## src/rtl/ddr3_pkg.sv

```systemverilog
// ddr3_pkg: shared types, command encodings and helpers for the DDR3 init sequencer.
package ddr3_pkg;

    localparam int DEF_BA_BITS   = 3;
    localparam int DEF_ADDR_BITS = 14;

    // {cs_n, ras_n, cas_n, we_n}
    localparam logic [3:0] CMD_NOP  = 4'b0111;
    localparam logic [3:0] CMD_MRS  = 4'b0000;
    localparam logic [3:0] CMD_ZQCL = 4'b0110;
    localparam logic [3:0] CMD_PRE  = 4'b0010;
    localparam logic [3:0] CMD_REF  = 4'b0001;
    localparam logic [3:0] CMD_DES  = 4'b1111;

    typedef enum logic [3:0] {
        S_IDLE, S_RST_HOLD, S_CKE_WAIT, S_XPR, S_MRS, S_WAIT_MRD, S_WAIT_MOD,
        S_ZQCL, S_WAIT_ZQ, S_DONE, S_PRE, S_WAIT_RP, S_REF, S_WAIT_RFC
    } init_state_t;

    function automatic int cyc(int t);
        return (t < 1) ? 1 : t;
    endfunction

    function automatic int max2(int a, int b);
        return (a > b) ? a : b;
    endfunction

    // MRS issue order MR2, MR3, MR1, MR0 mapped from the 2-bit sequence index
    function automatic logic [1:0] mr_num(logic [1:0] i);
        return {~i[1], i[1] ^ i[0]};
    endfunction

endpackage

```

## src/rtl/ddr3_wait_cnt.sv

```systemverilog
// ddr3_wait_cnt: loadable down-counter that stops at zero and flags it.
module ddr3_wait_cnt #(
    parameter int W = 8
) (
    input  logic         ck,
    input  logic         rst_n,
    input  logic         load,
    input  logic [W-1:0] load_val,
    output logic         zero
);
    logic [W-1:0] cnt;

    always_ff @(posedge ck or negedge rst_n) begin
        if (!rst_n) cnt <= '0;
        else if (load) cnt <= load_val;
        else if (cnt != '0) cnt <= cnt - 1'b1;
    end

    assign zero = (cnt == '0);

endmodule

```

## src/rtl/ddr3_init_seq.sv

```systemverilog
// ddr3_init_seq: DDR3 power-up/init sequencer driving the DRAM command pins.
// Optional periodic refresh handshake in DONE when DDR3_AUTO_REFRESH_EN is defined.
module ddr3_init_seq
    import ddr3_pkg::*;
#(
    parameter int BA_BITS      = DEF_BA_BITS,
    parameter int ADDR_BITS    = DEF_ADDR_BITS,
    parameter int T_RESET_CYC  = 160000,
    parameter int T_CKE_CYC    = 400000,
    parameter int T_XPR_CYC    = 96,
    parameter int T_MRD_CYC    = 4,
    parameter int T_MOD_CYC    = 12,
    parameter int T_ZQINIT_CYC = 512,
    parameter logic [ADDR_BITS-1:0] MR0_VAL = '0,
    parameter logic [ADDR_BITS-1:0] MR1_VAL = '0,
    parameter logic [ADDR_BITS-1:0] MR2_VAL = '0,
    parameter logic [ADDR_BITS-1:0] MR3_VAL = '0
`ifdef DDR3_AUTO_REFRESH_EN
    ,
    parameter int T_REFI_CYC   = 6240,
    parameter int T_RP_CYC     = 11,
    parameter int T_RFC_CYC    = 88
`endif
) (
    input  logic                 ck,
    input  logic                 rst_n,
    input  logic                 start,
    output logic                 init_done,
    output logic                 busy,
    output logic                 mem_rst_n,
    output logic                 cke,
    output logic                 cs_n,
    output logic                 ras_n,
    output logic                 cas_n,
    output logic                 we_n,
    output logic [BA_BITS-1:0]   ba,
    output logic [ADDR_BITS-1:0] addr,
    output logic                 odt,
    output logic                 ref_req,
    input  logic                 ref_ack
);
`ifdef DDR3_AUTO_REFRESH_EN
    localparam int MAXR = max2(cyc(T_REFI_CYC), max2(cyc(T_RP_CYC), cyc(T_RFC_CYC)));
`else
    localparam int MAXR = 1;
`endif
    localparam int MAXT = max2(max2(max2(cyc(T_RESET_CYC), cyc(T_CKE_CYC)), max2(cyc(T_XPR_CYC), cyc(T_MRD_CYC))),
                               max2(max2(cyc(T_MOD_CYC), cyc(T_ZQINIT_CYC)), MAXR));
    localparam int CW = $clog2(MAXT + 1);
    localparam logic [ADDR_BITS-1:0] A10 = ADDR_BITS'(1 << 10);

    init_state_t          state, nxt;
    logic [1:0]           mr_idx, mr_nxt, mr_sel;
    logic                 load, zero, done_d, mem_rst_d, cke_d;
    logic [CW-1:0]        lval;
    logic [3:0]           cmd_d;
    logic [BA_BITS-1:0]   ba_d;
    logic [ADDR_BITS-1:0] addr_d;

    ddr3_wait_cnt #(.W(CW)) u_wait (.ck, .rst_n, .load, .load_val(lval), .zero);

    always_comb begin
        nxt = state;
        mr_nxt = mr_idx;
        case (state)
            S_IDLE:     if (start) nxt = S_RST_HOLD;
            S_RST_HOLD: if (zero) nxt = S_CKE_WAIT;
            S_CKE_WAIT: if (zero) nxt = S_XPR;
            S_XPR:      if (zero) nxt = S_MRS;
            S_MRS: begin
                mr_nxt = mr_idx + 2'd1;
                nxt = (mr_idx == 2'd3) ? ((cyc(T_MOD_CYC) > 1) ? S_WAIT_MOD : S_ZQCL)
                                       : ((cyc(T_MRD_CYC) > 1) ? S_WAIT_MRD : S_MRS);
            end
            S_WAIT_MRD: if (zero) nxt = S_MRS;
            S_WAIT_MOD: if (zero) nxt = S_ZQCL;
            S_ZQCL:     nxt = (cyc(T_ZQINIT_CYC) > 1) ? S_WAIT_ZQ : S_DONE;
            S_WAIT_ZQ:  if (zero) nxt = S_DONE;
`ifdef DDR3_AUTO_REFRESH_EN
            S_DONE:     if (ref_req && ref_ack) nxt = S_PRE;
            S_PRE:      nxt = (cyc(T_RP_CYC) > 1) ? S_WAIT_RP : S_REF;
            S_WAIT_RP:  if (zero) nxt = S_REF;
            S_REF:      nxt = (cyc(T_RFC_CYC) > 1) ? S_WAIT_RFC : S_DONE;
            S_WAIT_RFC: if (zero) nxt = S_DONE;
`endif
            default: ;
        endcase
        // back-to-back MRS re-enters the same state, so it must reload too
        load = (nxt != state) || (state == S_MRS);
        case (nxt)
            S_RST_HOLD: lval = CW'(cyc(T_RESET_CYC) - 1);
            S_CKE_WAIT: lval = CW'(cyc(T_CKE_CYC) - 1);
            S_XPR:      lval = CW'(cyc(T_XPR_CYC) - 1);
            S_WAIT_MRD: lval = CW'(cyc(T_MRD_CYC) - 2);
            S_WAIT_MOD: lval = CW'(cyc(T_MOD_CYC) - 2);
            S_WAIT_ZQ:  lval = CW'(cyc(T_ZQINIT_CYC) - 2);
`ifdef DDR3_AUTO_REFRESH_EN
            S_WAIT_RP:  lval = CW'(cyc(T_RP_CYC) - 2);
            S_WAIT_RFC: lval = CW'(cyc(T_RFC_CYC) - 2);
`endif
            default:    lval = '0;
        endcase
        mem_rst_d = !(nxt inside {S_IDLE, S_RST_HOLD});
        cke_d = !(nxt inside {S_IDLE, S_RST_HOLD, S_CKE_WAIT});
        done_d = nxt inside {S_DONE, S_PRE, S_WAIT_RP, S_REF, S_WAIT_RFC};
        mr_sel = mr_num(mr_nxt);
        cmd_d = cke_d ? CMD_NOP : CMD_DES;
        ba_d = '0;
        addr_d = '0;
        case (nxt)
            S_MRS: begin
                cmd_d = CMD_MRS;
                ba_d = BA_BITS'(mr_sel);
                addr_d = (mr_sel == 2'd0) ? MR0_VAL : (mr_sel == 2'd1) ? MR1_VAL :
                         (mr_sel == 2'd2) ? MR2_VAL : MR3_VAL;
            end
            S_ZQCL: begin
                cmd_d = CMD_ZQCL;
                addr_d = A10;
            end
            S_PRE: begin
                cmd_d = CMD_PRE;
                addr_d = A10;
            end
            S_REF: cmd_d = CMD_REF;
            default: ;
        endcase
    end

    always_ff @(posedge ck or negedge rst_n) begin
        if (!rst_n) begin
            state <= S_IDLE;
            mr_idx <= '0;
            {cs_n, ras_n, cas_n, we_n} <= CMD_DES;
            mem_rst_n <= 1'b0;
            cke <= 1'b0;
            ba <= '0;
            addr <= '0;
            odt <= 1'b0;
            init_done <= 1'b0;
            busy <= 1'b0;
        end else begin
            state <= nxt;
            mr_idx <= mr_nxt;
            {cs_n, ras_n, cas_n, we_n} <= cmd_d;
            mem_rst_n <= mem_rst_d;
            cke <= cke_d;
            ba <= ba_d;
            addr <= addr_d;
            odt <= 1'b0;
            init_done <= done_d;
            busy <= (nxt != S_IDLE) && !done_d;
        end
    end

`ifdef DDR3_AUTO_REFRESH_EN
    logic izero, iload, ref_req_d;

    // interval restarts on every DONE entry: after init and after each refresh
    assign iload = (nxt == S_DONE) && (state != S_DONE);
    assign ref_req_d = (nxt inside {S_PRE, S_WAIT_RP, S_REF, S_WAIT_RFC}) ||
                       ((nxt == S_DONE) && (state == S_DONE) && (ref_req || izero));

    ddr3_wait_cnt #(.W(CW)) u_refi (
        .ck, .rst_n, .load(iload), .load_val(CW'(cyc(T_REFI_CYC) - 1)), .zero(izero)
    );

    always_ff @(posedge ck or negedge rst_n) begin
        if (!rst_n) ref_req <= 1'b0;
        else ref_req <= ref_req_d;
    end
`else
    logic unused_ref_ack;

    assign unused_ref_ack = ref_ack;
    assign ref_req = 1'b0;
`endif

endmodule

```

## config.mk

```make
export PLATFORM = sky130hd
export DESIGN_NAME = ddr3_init_seq
export DESIGN_NICKNAME = d
export VERILOG_FILES = /design/src/rtl/ddr3_pkg.sv /design/src/rtl/ddr3_wait_cnt.sv /design/src/rtl/ddr3_init_seq.sv
export SDC_FILE = /design/constraint.sdc
export NUM_CORES = 1
export LEC_CHECK = 0
export CAP_MARGIN = 20
export CORE_AREA = 2 2 69 71
export DETAILED_ROUTE_END_ITERATION = 8
export DIE_AREA = 0 0 71 73
export MAX_ROUTING_LAYER = met4
export PLACE_DENSITY_LB_ADDON = 0.25
export SLEW_MARGIN = 10
export SYNTH_ARGS = -nofsm -noshare
export SYNTH_HDL_FRONTEND = slang
export SYNTH_SLANG_ARGS = --single-unit
```

## constraint.sdc

```tcl
create_clock -name ck -period 2.9 [get_ports ck]
set_input_delay 0.58 -clock ck [delete_from_list [all_inputs] [get_ports ck]]
set_output_delay 0.58 -clock ck [all_outputs]
set_load 0.01 [all_outputs]
```

==> impl_results.md <==
- Worst IR Drop VDD: 0.000249 V
- CTS Buf Count: 5
- Final setup margin: between 0.1 and 0.15 ns
- Clk slew on worst S/H paths: 0.07 ns
- CTS Hold Bufs: 0
- Crit Path Category: reg2reg
- Final instance area: 0.00238 sq mm
- Post-CTS setup buffers: 0
- Worst min-delay path category: in2async
- Nets: 253
- Rows: 25
- Ys async rst share: 100%
- PD cells: 742 mW/mm^2
- Vias in the first global route: roughly 1500
- Leakage: around 1.0 nW
- Largest net degree at the start of global routing: 37
- Count leader, synth: dfrtp_1
- Reg-to-Reg Start: u_wait.cnt[0]$_DFFE_PN0P_
- Hpwl dp: 3050 um
- Clock Latency Late Sink: about 0.28 ns
- DR DRC count: 0
- CP max stage cell: o31a_2
- Die width: 71 um
- Global-route wire length before repair: ~6900 um
- Max Cap Viol: 0
- Ys flop type: dfrtp_1
- Ys Warns: 0
- Status: completed
- DRT Pass-1 Iters: 4
- GR Util met3: 3.73%
- Total GRT Usage: 17.8%
- Worst slack at placement: -0.0373 ns
- Fraction of layout cells with a size suffix above 1: 14.5%
- Top post-synthesis cells by area: dfrtp_1 38%, xnor2_1 6.2%, buf_4 6.1%
- Worst Reg2Reg Path Length in Cells: 9
- Tcrit/Tclk final: 95.7%
- Critical-path cell list: inv_1 > ha_1 > or3b_4 > nor3_4 > a311oi_1 > a211o_1 > o31a_2 > nor2_4 > o21ai_1
- GR peak layer: met2
- Worst Path Required: 3.06 ns
- Die H: 73 um
- Input/output buffers: 13
- FMAX: 0.360 GHz
- Flops & latches, synth: 36
- Worst Setup End Kind: flip-flop
- Post-synth top cells: 32 x dfrtp_1, 22 x nor2_1, 17 x a21oi_1, 17 x buf_4, 15 x xnor2_1
- Reg2reg setup slack: approximately 0.12 ns
- Post-route minimum period: between 2 and 3 ns
- Via density: around 5.4
- Worst-margin pin slew: 0.784 ns
- RR Endpoint: u_wait.cnt[5]$_DFFE_PN0P_
- TNS Setup: 0 ns
- Hold Slack: 0.376 ns
- # H-tree levels: 2
- Yosys top cell area share: about two fifths
- Antenna violations before repair: 0
- Largest fanout on the critical path: 7
- Grt ovf: 0
- CTS tree: yes
- CTS sink count: 36
- Final ANT Viol Nets: 0
- Distinct cell type count after synthesis: 54
- Wire per inst: 13.6 um
- Synth area leader: dfrtp_1
- CP Data Arrival Time: 2.94 ns
- Relative slew margins: a little under half
- Post-Syn Instances: approximately 230
- Clk buf depth: 2
- RSZ-0062 raised after global routing: false
- Area growth, synth to finish: 12.8%
- DP Area: 0.00228 sq mm
- Post-Syn Area: 0.00211 sq mm
- Crit-path max cell delay: ~0.45 ns
- Sequential share of the synthesized area: between 40% and 50%
- Clock root buffer: clkbuf_8
- Post-synth EDFFs: 0
- GPL Wtd Cong: 0.884
- Filler instances: around 440
- Die area: 0.00518 sq mm
- Number of top-level pins: 31
- Worst Setup Start Kind: flip-flop
- Clock skew: between 0.002 and 0.0025 ns
- Starting DRC count in detailed routing: 115
- Starting density of the core: 46.5%
- Met2 Use GR: 27.7%
- GR met1 Demand/Resource: 23.1%
- N_diodes: 0
- Setup violations, final: 0
- Core area: 0.00454 sq mm
- Synthesized area per cell: 9.28 sq um
- Hold Fails Final Rpt: 0
- Vias: 1643
- Slew Viols, Final: 0
- Total Routed Length: 4120 um
==> placed cells by master (no fill, tap or decap), types with 3 or more instances in the layout <==
cell type / count
dfstp_2: 4
conb_1: 16
nor2b_1: 3
nor3_1: 6
xnor2_1: 15
a31oi_1: 4
o21ai_0: 12
a21oi_1: 17
clkdlybuf4s50_1: 12
nand2_1: 14
nor2_1: 22
dfrtp_1: 32
clkbuf_8: 6
inv_1: 8
nand3_1: 5
or4_1: 4
xor2_1: 4
buf_4: 11
or3_1: 5
==> layout make-up <==
| class | instances | area (sq um) | area share [%] |
|---|---|---|---|
| flip-flops and latches | 36 | 906 | 38.1 |
| inverters | 9 | 33.8 | 1.42 |
| well taps | 54 | 67.6 | 2.84 |
| multi-input cells | 170 | 1050 | 44.2 |
| repair buffers | 25 | 228 | 9.58 |
| clock buffers | 8 | 90.1 | 3.79 |
==> worst max-delay path: cells and delay by family, from the launching register on <==
| kind | cells | cell delay (ns) |
|---|---|---|
| and+or+nand+nor | 3 | 0.92 |
| adders and majority gates | 1 | 0.19 |
| DFF | 1 | 0.40 |
| AOI/OAI and AO/OA | 4 | 1.05 |
| buffers and inverters | 1 | 0.10 |
==> per-layer routing <==
layer	up-vias	wire length, um
met4	0	72
met5	-	0
met2	36	2020
li1	809	-
met1	792	1880
met3	6	144
==> timing repair <==
item / CTS / global route
setup endpoints to repair: 7 / 10
pin swaps: 0 / 1
resized for setup: 1 / 2
==> registers in the layout (all words and copies together) (netlist names) <==
signal	count
mem_rst_n	1
cke	1
busy	1
ras_n	1
u_wait.cnt	19
mr_idx	2
cas_n	1
state	4
init_done	1
cs_n	1
ba	2
we_n	1
addr	1
==> metrics by stage <==
step / power (mW) / util (%) / instances
floorplan: 1.24 / - / 242
global placement: 1.39 / 50.2 / 294
detailed placement: 1.41 / 50.2 / 294
CTS: 1.77 / 52.3 / 302
global route: 1.90 / 52.4 / 302
finish: 1.76 / 52.4 / 302
==> worst max path at each step <==
stage / from / end / slack [ns] / depth (start not counted)
2_1_floorplan: u_wait.cnt[0]$_DFFE_PN0P_ / u_wait.cnt[17]$_DFFE_PN0P_ / 0.21 / 11
3_3_place_gp: u_wait.cnt[0]$_DFFE_PN0P_ / u_wait.cnt[5]$_DFFE_PN0P_ / 0.008 / 9
3_5_place_dp: u_wait.cnt[0]$_DFFE_PN0P_ / u_wait.cnt[5]$_DFFE_PN0P_ / -0.04 / 9
4_1_cts: u_wait.cnt[0]$_DFFE_PN0P_ / u_wait.cnt[5]$_DFFE_PN0P_ / 0.05 / 9
5_1_grt: u_wait.cnt[0]$_DFFE_PN0P_ / u_wait.cnt[5]$_DFFE_PN0P_ / 0.006 / 9
6_report: u_wait.cnt[0]$_DFFE_PN0P_ / u_wait.cnt[5]$_DFFE_PN0P_ / 0.12 / 9
==> power by group <==
group | total [mW] | switching, mW | leakage, nW | internal (mW)
clock network | 0.357 | 0.163 | 0.0455 | 0.194
registers | 0.771 | 0.141 | 0.447 | 0.630
logic | 0.635 | 0.320 | 0.534 | 0.315
==> cells by family (layout without fill, tap and decap cells) <==
family,Yosys count,in the layout,share of synthesized area (%)
buffers and inverters,36,42,10.2
XOR/XNOR,19,19,7.90
flip-flops,36,36,43.0
AO/OA/AOI/OAI,53,53,16.3
AND/OR/NAND/NOR,79,79,20.7
other,1,16,0.178
adder cells (fa/ha/maj),2,2,1.19
multiplexers,1,1,0.534
Note: power is estimated with default switching activity, not from simulation.
